## config.mk

```make
export PLATFORM = sky130hd
export DESIGN_NAME = seg7_scan
export DESIGN_NICKNAME = d
export VERILOG_FILES = /design/src/rtl/seg7_pkg.sv /design/src/rtl/hex_to_seg7.sv /design/src/rtl/seg7_scan.sv
export SDC_FILE = /design/constraint.sdc
export NUM_CORES = 1
export LEC_CHECK = 0
export CORE_ASPECT_RATIO = 1.75
export CORE_MARGIN = 2
export CORE_UTILIZATION = 53
export DETAILED_ROUTE_END_ITERATION = 12
export PLACE_DENSITY = 0.84
export SYNTH_ARGS = -nofsm -noshare
export SYNTH_HDL_FRONTEND = slang
export SYNTH_HIERARCHICAL = 1
export SYNTH_SLANG_ARGS = --single-unit
export TNS_END_PERCENT = 50
```

## constraint.sdc

```tcl
create_clock -name clk -period 7.2 [get_ports clk]
set_clock_uncertainty 0.2 [all_clocks]
set_input_delay 1.08 -clock clk [delete_from_list [all_inputs] [get_ports clk]]
set_output_delay 1.08 -clock clk [all_outputs]
set_load 0.005 [all_outputs]
```

## src/rtl/seg7_pkg.sv

```systemverilog
// Shared constants for the multiplexed 7-segment display driver.
// Segment patterns are active-low, bit order {g,f,e,d,c,b,a}.
package seg7_pkg;

    localparam int unsigned DIGITS_DEFAULT = 4;

    localparam logic [6:0] SEG_0   = 7'h40;
    localparam logic [6:0] SEG_1   = 7'h79;
    localparam logic [6:0] SEG_2   = 7'h24;
    localparam logic [6:0] SEG_3   = 7'h30;
    localparam logic [6:0] SEG_4   = 7'h19;
    localparam logic [6:0] SEG_5   = 7'h12;
    localparam logic [6:0] SEG_6   = 7'h02;
    localparam logic [6:0] SEG_7   = 7'h78;
    localparam logic [6:0] SEG_8   = 7'h00;
    localparam logic [6:0] SEG_9   = 7'h10;
    localparam logic [6:0] SEG_A   = 7'h08;
    localparam logic [6:0] SEG_B   = 7'h03;
    localparam logic [6:0] SEG_C   = 7'h46;
    localparam logic [6:0] SEG_D   = 7'h21;
    localparam logic [6:0] SEG_E   = 7'h06;
    localparam logic [6:0] SEG_F   = 7'h0E;
    localparam logic [6:0] SEG_OFF = 7'h7F;

endpackage

```

## src/rtl/hex_to_seg7.sv

```systemverilog
// Combinational hex nibble to active-low 7-segment pattern decoder.
module hex_to_seg7
    import seg7_pkg::*;
(
    input  logic [3:0] nibble,
    output logic [6:0] seg
);

    always_comb begin
        seg = SEG_OFF;
        case (nibble)
            4'h0: seg = SEG_0;
            4'h1: seg = SEG_1;
            4'h2: seg = SEG_2;
            4'h3: seg = SEG_3;
            4'h4: seg = SEG_4;
            4'h5: seg = SEG_5;
            4'h6: seg = SEG_6;
            4'h7: seg = SEG_7;
            4'h8: seg = SEG_8;
            4'h9: seg = SEG_9;
            4'hA: seg = SEG_A;
            4'hB: seg = SEG_B;
            4'hC: seg = SEG_C;
            4'hD: seg = SEG_D;
            4'hE: seg = SEG_E;
            4'hF: seg = SEG_F;
            default: seg = SEG_OFF;
        endcase
    end

endmodule

```

## src/rtl/seg7_scan.sv

```systemverilog
// Multiplexed common-anode display scanner: advances one digit per rising edge
// of scan_clk and latches display data once per frame on wrap to digit 0.
module seg7_scan
    import seg7_pkg::*;
#(
    parameter  int unsigned DIGITS = DIGITS_DEFAULT,
    localparam int unsigned IDX_W  = $clog2(DIGITS)
) (
    input  logic                  clk,
    input  logic                  rst,
    input  logic                  scan_clk,
    input  logic                  en,
    input  logic [4*DIGITS-1:0]   value,
    input  logic [DIGITS-1:0]     dp_in,
    input  logic [DIGITS-1:0]     blank,
    output logic [DIGITS-1:0]     an,
    output logic [6:0]            seg,
    output logic                  dp,
    output logic [IDX_W-1:0]      digit_idx
);

    logic                  scan_q;
    logic                  tick;
    logic                  wrap;
    logic [IDX_W-1:0]      idx_q;
    logic [IDX_W-1:0]      idx_next;

    logic [4*DIGITS-1:0]   value_q;
    logic [DIGITS-1:0]     dp_q;
    logic [DIGITS-1:0]     blank_q;

    logic [4*DIGITS-1:0]   value_f;
    logic [DIGITS-1:0]     dp_f;
    logic [DIGITS-1:0]     blank_f;

    logic [3:0]            nibble;
    logic [6:0]            seg_dec;
    logic [DIGITS-1:0]     an_d;

    logic [DIGITS-1:0]     an_q;
    logic [6:0]            seg_q;
    logic                  dpo_q;

    always_comb begin
        tick     = scan_clk & ~scan_q;
        idx_next = idx_q;
        if (tick) begin
            idx_next = (idx_q == IDX_W'(DIGITS - 1)) ? '0 : idx_q + 1'b1;
        end
        wrap = tick && (idx_next == '0);

        // Digit 0 of a new frame must already show the data being latched.
        value_f = wrap ? value : value_q;
        dp_f    = wrap ? dp_in : dp_q;
        blank_f = wrap ? blank : blank_q;

        nibble = value_f[4*idx_next +: 4];

        an_d = '1;
        if (en && !blank_f[idx_next]) begin
            an_d[idx_next] = 1'b0;
        end
    end

    hex_to_seg7 u_hex_to_seg7 (
        .nibble (nibble),
        .seg    (seg_dec)
    );

    always_ff @(posedge clk or negedge rst) begin
        if (!rst) begin
            scan_q  <= 1'b0;
            idx_q   <= '0;
            value_q <= '0;
            dp_q    <= '0;
            blank_q <= '0;
            an_q    <= '1;
            seg_q   <= SEG_OFF;
            dpo_q   <= 1'b1;
        end else begin
            scan_q <= scan_clk;
            if (tick) begin
                idx_q <= idx_next;
                if (wrap) begin
                    value_q <= value;
                    dp_q    <= dp_in;
                    blank_q <= blank;
                end
                an_q  <= an_d;
                seg_q <= seg_dec;
                dpo_q <= ~dp_f[idx_next];
            end else if (!en) begin
                // Disable darkens immediately; re-enable waits for the next tick.
                an_q <= '1;
            end
        end
    end

    assign an        = an_q;
    assign seg       = seg_q;
    assign dp        = dpo_q;
    assign digit_idx = idx_q;

endmodule
```

==> results.ini <==
[synth]
synth_top_cell_area_share_pct=33.7
synth_area_leaders=dfrtp_1 (34%), dfstp_2 (17%), mux2_2 (12%)
ys_types=29
netlist_area_um2=1860
synth_edf_count=0
yosys_warnings=6
ys_seq_area_share_pct=50.6
ys_ff_latch=37
syn_inst=147
synth_async_sr_flop_share_pct=100
synthTopCellsByCount=dfrtp_1 (25), nand2_1 (24), mux2_2 (20)
dominantRegCellSynth=dfrtp_1
syn_avg_cell_area_um2=12.6
syn_nets=183
yosys.area.top_type=dfrtp_1
synth_most_common_cell=dfrtp_1

[sta]
relSlewSlack_pct=49.7
slew_violations=0
max_freq_mhz=218
tightest_slew_ns=0.753
fin_setup_tns_ns=0
setup_slack_ns=2.62
period_minus_slack_ns=4.58
hold_viol=0
grt_setup_unrepaired=false
period_share_pct=63.7
finalSetupViolations=0

[detailed_routing]
firstDrtPassIters=4
wl_per_cell_um=15.2
ant_nets=0
vias=1247
drc=0
wl_um=3590
drtIter0Drc=16
via_per_inst=5.28

[worst_setup_path]
arrival_ns=4.62
worstSetupEndpointType=flip-flop
worstSetupPathType=input port to flip-flop
critPathRequiredTime_ns=7.24
cp_max_fo=22
startpoint_type=input port

[cts]
cts_resized=0
clkSinkCount=37
ctsHoldBuffers=0
max-clock-path-buffers=2
cts.reportedPaths.clkPinSlew_ns=0.08
numCtsBuffers=5
h-tree-depth=2
post_cts_buffers=0
clk-insertion-delay-late_ns=0.29
cts_tree=done
cts_root_buffer=clkbuf_8

[cells_and_area]
antenna_cells=0
area_delta_synth_final_pct=28.5
nets=226
finalCoreUtilization_pct=71.0
stdcell_count=236
n_fill_cell=265
drive_gt1_share_pct=28.3

[place]
pre_cts_slack_ns=2.33
hpwl_um=2710
io_buffers=41
placed_cells=228
routabilityCongestion=0.763

[global_routing]
grt_pass1_wl_um=6030
grtUsageTotal_pct=19.9
grt_pass1_vias=1305
grt_overflow_total=0
grt_start_max_net_pins=38
antenna_found_initial=0

[floorplan]
die_y_um=82.3
core.rowCount=28
coreArea_um2=3360
io_pins=42
die_w_um=48.8
start_util_pct=55.2
die_area_um2=4010

[power_and_ir_drop]
ir_drop_uv=305
powerDensity_nw_per_um2=453
power_leakage_nw=1.04

[job]
max-cap-violations=0

[min_path]
hold_path.class=flip-flop to flip-flop

[outcome]
status=complete, no violations

==> layout make-up <==
| cell class | count | area [µm²] | share of cell area (%) |
|---|---|---|---|
| Inverter | 5 | 18.8 | 0.786 |
| Timing Repair Buffer | 43 | 425 | 17.8 |
| Sequential cell | 37 | 941 | 39.4 |
| Tap cell | 45 | 56.3 | 2.36 |
| Clock inverter | 1 | 5.00 | 0.210 |
| Clock buffer | 7 | 96.3 | 4.04 |
| Multi-Input combinational cell | 98 | 845 | 35.4 |
==> layer usage <==
layer  global-route usage [%]  part of all wire, %  vias up
li1                         -                    -      595
met1                     21.8                   39      609
met2                     37.5                   56       36
met3                     3.60                  4.1        7
met4                     8.57                  1.8        0
met5                        0                    0        -
==> critical path, cell delays in order <==
cell and delay, ns:
clkdlybuf4s50_1 0.50, nand2b_1 0.35, nor3_4 0.26, buf_4 0.32
mux2_2 0.39, mux4_2 0.53, inv_1 0.17, ha_1 0.20
and2b_2 0.23, or3b_1 0.36, o21ai_0 0.08, nand2_1 0.07
nand2_1 0.08
==> flip-flops by register name (all words and copies together), names as in the netlist <==
signal	flops
scan_q	1
digit_idx	2
blank_q	3
value_q	16
dp_q	3
dp	1
an	4
seg	7
==> metrics by stage <==
step	power, W	instance area, µm²	hold slack (ns)
floorplan	0.000775	1860	0.248
global placement	0.000891	2290	0.248
detailed placement	0.000925	2290	0.252
CTS	0.00109	2390	0.264
global route	0.00116	2390	0.280
finish	0.00108	2390	0.263
==> where the power goes <==
part | leakage [nW] | switching, W | internal, W
clock network | 0.0542 | 0.0000735 | 0.0000865
registers | 0.426 | 0.0000445 | 0.000311
logic | 0.557 | 0.000265 | 0.000301
==> final timing paths <==
| kind | start | slack (ns) | cells past startpoint | to |
|---|---|---|---|---|
| min | seg[2] | 0.26 | 2 | seg[2] |
| max reg2reg | scan_q | 3.44 | 12 | seg[0] |
| max | scan_clk | 2.62 | 13 | seg[0] |
| max in group asynchronous | rst | 5.45 | 2 | seg[3] |
| min reg2reg | seg[2] | 0.26 | 2 | seg[2] |
| min in group asynchronous | rst | 1.00 | 2 | blank_q[2] |
==> logic make-up (layout without fill, tap and decap cells) <==
logic type | count (synthesis) | in the layout | share of synthesized area [%]
simple gates | 44 | 44 | 11.4
flops | 37 | 37 | 50.6
mux | 34 | 34 | 24.7
compound gates | 12 | 12 | 3.91
buf+inv | 12 | 56 | 3.91
fa+ha+maj | 8 | 8 | 5.39
==> layout by cell type, fill, tap and decap left out <==
master           netlist  routed
dfrtp_1               25      25
a21oi_1                2       2
mux2_4                 3       3
clkdlybuf4s50_1        0      41
nand2b_1               1       1
mux4_2                 5       5
clkbuf_8               0       7
nand4b_1               1       1
mux2i_1                5       5
a32o_1                 1       1
inv_1                  5       5
and2b_2                1       1
or3b_1                 1       1
buf_4                  1       2
nor4_1                 2       2
o21ai_0                7       7
a22o_1                 2       2
nor4b_1                1       1
ha_1                   8       8
nor3_4                 1       1
nor2b_1                1       1
nand2_1               24      24
mux4_1                 1       1
nor2_2                 1       1
or2_2                  1       1
nor2_1                 9       9
dfstp_2               12      12
clkinv_2               0       1
mux2_2                20      20
Power figures use the tool's default switching activity.
